### src/rtl/draw_rect.sv
// ---------------------------------------------------------------------------
// draw_rect
// Parametrised rectangle rasteriser for the VGA path. A request (origin,
// size, colour, fill/outline mode) is accepted on start while idle; the block
// then emits one pixel per clock in row-major order (x fastest) and pulses
// done for one cycle after the last pixel, or one cycle after a zero-size
// request.
//
// Ports
//   clk        in   system clock, all logic on posedge
//   reset_n    in   synchronous active-low reset
//   start      in   draw request, sampled only while idle
//   xpos       in   [X_W]      origin x (left column)
//   ypos       in   [Y_W]      origin y (top row)
//   width      in   [SZ_W]     rectangle width in pixels
//   height     in   [SZ_W]     rectangle height in pixels
//   colourin   in   [COLOUR_W] pixel colour
//   outline    in   0 = filled, 1 = border only
//   busy       out  high while drawing
//   done       out  one-cycle pulse after the last pixel / zero-size request
//   xout       out  [X_W]      current pixel x (held while idle)
//   yout       out  [Y_W]      current pixel y (held while idle)
//   colourout  out  [COLOUR_W] current pixel colour (held while idle)
//   plot       out  pixel write strobe
// ---------------------------------------------------------------------------
module draw_rect #(
  parameter int unsigned X_W      = 12,
  parameter int unsigned Y_W      = 11,
  parameter int unsigned SZ_W     = 8,
  parameter int unsigned COLOUR_W = 3
) (
  input  logic                clk,
  input  logic                reset_n,
  input  logic                start,
  input  logic [X_W-1:0]      xpos,
  input  logic [Y_W-1:0]      ypos,
  input  logic [SZ_W-1:0]     width,
  input  logic [SZ_W-1:0]     height,
  input  logic [COLOUR_W-1:0] colourin,
  input  logic                outline,
  output logic                busy,
  output logic                done,
  output logic [X_W-1:0]      xout,
  output logic [Y_W-1:0]      yout,
  output logic [COLOUR_W-1:0] colourout,
  output logic                plot
);

  typedef enum logic {
    S_IDLE = 1'b0,
    S_DRAW = 1'b1
  } state_t;

  state_t r_state;
  state_t w_state_nxt;

  // Request registers, captured on the accepting edge
  logic [X_W-1:0]      r_x0;
  logic [Y_W-1:0]      r_y0;
  logic [SZ_W-1:0]     r_w;
  logic [SZ_W-1:0]     r_h;
  logic                r_outline;

  // Scan position relative to the origin
  logic [SZ_W-1:0]     r_cx;
  logic [SZ_W-1:0]     r_cy;

  // Registered outputs
  logic                r_busy;
  logic                r_done;
  logic                r_plot;
  logic [X_W-1:0]      r_xout;
  logic [Y_W-1:0]      r_yout;
  logic [COLOUR_W-1:0] r_colour;

  // Next-state values from the output process
  logic [X_W-1:0]      w_x0_nxt;
  logic [Y_W-1:0]      w_y0_nxt;
  logic [SZ_W-1:0]     w_w_nxt;
  logic [SZ_W-1:0]     w_h_nxt;
  logic                w_outline_nxt;
  logic [SZ_W-1:0]     w_cx_nxt;
  logic [SZ_W-1:0]     w_cy_nxt;
  logic                w_busy_nxt;
  logic                w_done_nxt;
  logic                w_plot_nxt;
  logic [X_W-1:0]      w_xout_nxt;
  logic [Y_W-1:0]      w_yout_nxt;
  logic [COLOUR_W-1:0] w_colour_nxt;

  // Scan decode
  logic                w_zero_req;
  logic                w_row_end;
  logic                w_last_row;
  logic                w_last;
  logic                w_skip_interior;

  assign w_zero_req = (width == '0) || (height == '0);
  assign w_row_end  = (r_cx == r_w - SZ_W'(1));
  assign w_last_row = (r_cy == r_h - SZ_W'(1));
  assign w_last     = w_row_end && w_last_row;

  // Middle rows of an outline jump straight from the left to the right edge
  assign w_skip_interior = r_outline && (r_w >= SZ_W'(2)) && (r_cx == '0) &&
                           (r_cy != '0) && !w_last_row;

  // State register
  always_ff @(posedge clk) begin
    if (!reset_n) begin
      r_state <= S_IDLE;
    end else begin
      r_state <= w_state_nxt;
    end
  end

  // Next-state logic; a zero-size request never leaves IDLE
  always_comb begin
    w_state_nxt = r_state;
    case (r_state)
      S_IDLE: begin
        if (start && !w_zero_req) begin
          w_state_nxt = S_DRAW;
        end
      end
      S_DRAW: begin
        if (w_last) begin
          w_state_nxt = S_IDLE;
        end
      end
      default: w_state_nxt = S_IDLE;
    endcase
  end

  // Output / datapath next values; coordinates and colour hold by default
  always_comb begin
    w_plot_nxt    = 1'b0;
    w_busy_nxt    = 1'b0;
    w_done_nxt    = 1'b0;
    w_xout_nxt    = r_xout;
    w_yout_nxt    = r_yout;
    w_colour_nxt  = r_colour;
    w_cx_nxt      = r_cx;
    w_cy_nxt      = r_cy;
    w_x0_nxt      = r_x0;
    w_y0_nxt      = r_y0;
    w_w_nxt       = r_w;
    w_h_nxt       = r_h;
    w_outline_nxt = r_outline;

    case (r_state)
      S_IDLE: begin
        if (start) begin
          w_x0_nxt      = xpos;
          w_y0_nxt      = ypos;
          w_w_nxt       = width;
          w_h_nxt       = height;
          w_outline_nxt = outline;
          if (w_zero_req) begin
            w_done_nxt = 1'b1;
          end else begin
            // First pixel is the origin, visible right after this edge
            w_plot_nxt   = 1'b1;
            w_busy_nxt   = 1'b1;
            w_xout_nxt   = xpos;
            w_yout_nxt   = ypos;
            w_colour_nxt = colourin;
            w_cx_nxt     = '0;
            w_cy_nxt     = '0;
          end
        end
      end
      S_DRAW: begin
        if (w_last) begin
          w_done_nxt = 1'b1;
          w_cx_nxt   = '0;
          w_cy_nxt   = '0;
        end else begin
          w_plot_nxt = 1'b1;
          w_busy_nxt = 1'b1;
          if (w_row_end) begin
            w_cx_nxt = '0;
            w_cy_nxt = r_cy + SZ_W'(1);
          end else if (w_skip_interior) begin
            w_cx_nxt = r_w - SZ_W'(1);
          end else begin
            w_cx_nxt = r_cx + SZ_W'(1);
          end
          // Sums wrap at the port width; no clipping
          w_xout_nxt = r_x0 + X_W'(w_cx_nxt);
          w_yout_nxt = r_y0 + Y_W'(w_cy_nxt);
        end
      end
      default: begin
        w_cx_nxt = '0;
        w_cy_nxt = '0;
      end
    endcase
  end

  // Datapath and output registers
  always_ff @(posedge clk) begin
    if (!reset_n) begin
      r_x0      <= '0;
      r_y0      <= '0;
      r_w       <= '0;
      r_h       <= '0;
      r_outline <= 1'b0;
      r_cx      <= '0;
      r_cy      <= '0;
      r_busy    <= 1'b0;
      r_done    <= 1'b0;
      r_plot    <= 1'b0;
      r_xout    <= '0;
      r_yout    <= '0;
      r_colour  <= '0;
    end else begin
      r_x0      <= w_x0_nxt;
      r_y0      <= w_y0_nxt;
      r_w       <= w_w_nxt;
      r_h       <= w_h_nxt;
      r_outline <= w_outline_nxt;
      r_cx      <= w_cx_nxt;
      r_cy      <= w_cy_nxt;
      r_busy    <= w_busy_nxt;
      r_done    <= w_done_nxt;
      r_plot    <= w_plot_nxt;
      r_xout    <= w_xout_nxt;
      r_yout    <= w_yout_nxt;
      r_colour  <= w_colour_nxt;
    end
  end

  assign busy      = r_busy;
  assign done      = r_done;
  assign plot      = r_plot;
  assign xout      = r_xout;
  assign yout      = r_yout;
  assign colourout = r_colour;

endmodule

### config.mk
export PLATFORM = sky130hd
export DESIGN_NAME = draw_rect
export DESIGN_NICKNAME = d
export VERILOG_FILES = /design/src/rtl/draw_rect.sv
export SDC_FILE = /design/constraint.sdc
export NUM_CORES = 1
export LEC_CHECK = 0
export CAP_MARGIN = 20
export CORE_MARGIN = 4
export CORE_UTILIZATION = 44
export CTS_BUF_LIST = sky130_fd_sc_hd__clkbuf_4
export DETAILED_ROUTE_END_ITERATION = 6
export PLACE_DENSITY = 0.67
export SYNTH_ARGS = -nofsm -noshare
export SYNTH_HDL_FRONTEND = slang
export SYNTH_SLANG_ARGS = --single-unit
### constraint.sdc
create_clock -name clk -period 8.8 [get_ports clk]
set_input_delay 1.76 -clock clk [delete_from_list [all_inputs] [get_ports clk]]
set_output_delay 1.76 -clock clk [all_outputs]
set_load 0.1 [all_outputs]
==> results.yml <==
finish:
  layout_commonest_cell: "nand2_1"
  nFillCells: 1117
  final_util_pct: 53.46
  final_cell_mix: "126 x nand2_1, 84 x dfxtp_1, 74 x clkdlybuf4s50_1, 57 x nor2_1, 57 x a21oi_1"
  drive_gt1_share_pct: 6.868
  fin_area_um2: 6182
  syn2layout_area_growth_pct: 17.28
  layout.nets: 794
  antennaDiodeCount: 0
clock_tree:
  cts.path.max_buffers: 2
  cts_buffers: 9
  post_cts_buffers: 0
  path_clk_slew_ns: 0.14
  cts_resized: 0
  cts_tree: "built"
  htree_levels: 3
  cts-root-buf: "clkbuf_4"
  cts_sinks: 84
  cts_hold_buf: 0
  clkLatencyLatePin_ns: 0.47
yosys:
  syn_inst: 676
  ys.warnings.count: 0
  synth_ff_type: "dfxtp_1"
  yosysTopAreaCell: "dfxtp_1"
  ys_seq_area_share_pct: 31.90
  yosys_register_bits: 84
  synth_area_leaders: "dfxtp_1 32%, nand2_1 9.0%, ha_1 5.5%"
  syn-cell-area_um2: 5271
  synth_cell_types: 67
  yosysTopAreaCellShare_pct: 31.90
  syn_nets: 747
  avgSynthCellArea_um2: 7.798
  synth_edf_count: 0
  async_reset_ff_share_pct: 0
detailed_routing:
  ant_nets: 0
  first_iter_violations: 300
  wl_per_cell_um: 16.41
  vias_per_cell: 5.664
  drt_wl_total_um: 14290
  num_vias: 4933
  dr.pass1.iters: 5
  drc: 0
placed_design:
  gp_congestion: 0.9225
  detailedPlace.worstSlack_ns: 4.163
  hpwl_um: 10460
  place_area_um2: 6047
  port_buffers: 74
floorplanning:
  coreArea_um2: 11560
  fp.dieH_um: 117.5
  rows: 39
  start_util_pct: 45.58
  io_pins: 75
  fp.dieW_um: 117.5
  die-area_um2: 13800
power_and_ir_drop:
  ir_drop_mv: 0.1311
  leakage_uw: 0.002400
  powerDensity_nw_per_um2: 152.0
  power_uw: 939.8
sta:
  fin_crit_ns: 4.613
  grt_setup_unrepaired: "false"
  slew_viol_final: 0
  fin_ws_ns: 4.187
  setup_viol: 0
  worst_pin_slew_ns: 1.004
  slew_headroom_pct: 32.86
  clock.fmax_mhz: 216.8
  fin_skew_ns: 0.02111
  finalSetupTns_ns: 0
  hold_violations: 0
  min_period_over_period_pct: 52.42
critical_path:
  cp.required_ns: 9.17
  end_kind: "flop"
  worstPathArrival_ns: 4.98
  cp-start-kind: "flop"
  worst-path-max-fanout: 14
  worstSetupPathType: "flop to flop"
hold_path:
  hp-class: "flop to flop"
global_route:
  antenna_found_initial: 0
  globalRoute.totalOverflow: 0
  grt_pass1_vias: 4885
  grt_max_degree: 43
  track_usage_pct: 21.06
  grt_pass1_wl_um: 24010
status:
  status: "finished, final reports clean"
run:
  drv_cap: 0
-- final timing paths --
kind / start / end / slack (ns) / depth (start not counted)
setup / recovery: r_w[0] / yout[10] / 4.19 / 16
hold / removal: xout[2] / xout[2] / 0.47 / 2
hold reg to reg: xout[2] / xout[2] / 0.47 / 2
setup reg to reg: r_w[0] / yout[10] / 4.19 / 16
-- cells in the mapped netlist (4+ instances only) --
library cell,number
and2_1,8
xnor2_1,30
nand2_1,127
nor2_1,57
o211ai_1,5
dfxtp_1,84
clkbuf_1,28
nor2b_1,7
nand2b_1,5
o22ai_1,9
o21ai_0,23
buf_1,5
a31oi_1,5
nor3_1,13
buf_2,5
a211oi_1,4
or2_2,4
a32o_1,4
a21oi_1,57
mux2i_1,13
a21o_1,9
nor4_1,8
and3_1,11
ha_1,23
o21a_1,9
xor2_1,16
a211oi_2,10
nand3_1,15
o21ai_1,7
inv_1,18
-- registers in the layout (all words and copies together) (netlist names), 3 cells and up --
name       cells
r_x0          12
r_h            8
r_y0          11
yout          11
r_cx           8
xout          12
r_w            8
r_cy           8
colourout      3
-- final cells by class --
class	count	area [um2]	share of cell area, %
multi-input cells	531	3341	54.04
flip-flops and latches	84	1682	27.20
repair buffers	79	778.2	12.59
well taps	143	178.9	2.894
clock buffers	9	67.56	1.093
clock inverters	7	67.56	1.093
inverters	18	67.56	1.093
-- cell families (layout without fill, tap and decap cells) --
kind of cell / Yosys count / count (layout) / share of synthesized area (%)
AO/OA/AOI/OAI: 173 / 173 / 22.53
XOR/XNOR: 47 / 47 / 8.094
adder cells (fa/ha/maj): 25 / 25 / 6.219
buffers and inverters: 61 / 113 / 5.032
flip-flops: 84 / 84 / 31.90
multiplexers: 13 / 13 / 2.468
AND/OR/NAND/NOR: 273 / 273 / 23.76
-- per-layer routing --
layer	GRT usage [%]	part of all wire, %	vias to the layer above
li1	-	-	2454
met1	28.11	47	2321
met2	33.60	46	141
met3	6.007	5.5	17
met4	5.495	1.4	0
met5	0	0	-
-- where the power goes --
| group | internal [uW] | switching (uW) |
|---|---|---|
| combinational | 93.7 | 194 |
| clock | 84.9 | 142 |
| sequential | 404 | 20.9 |
| total | 583 | 357 |
-- per-stage QoR --
step           hold slack [ns]  std cells
6_report                0.4694        871
5_1_grt                 0.4872        871
4_1_cts                 0.4717        871
3_5_place_dp            0.4463        855
3_3_place_gp            0.4383        855
2_1_floorplan           0.4316        676
-- worst max-delay path, stage by stage (launching register included) --
cell,delay [ns]
dfxtp_1,0.38
or3_1,0.47
o32a_1,0.33
nor4_2,0.36
nand3_2,0.20
nor2_1,0.70
xnor2_1,0.22
ha_1,0.23
inv_1,0.06
fa_1,0.37
nor2b_1,0.22
o2111ai_1,0.16
a31oi_1,0.28
nand3_1,0.14
xnor2_1,0.14
o211ai_1,0.16
o21ai_1,0.09
Power figures use the tool's default switching activity.
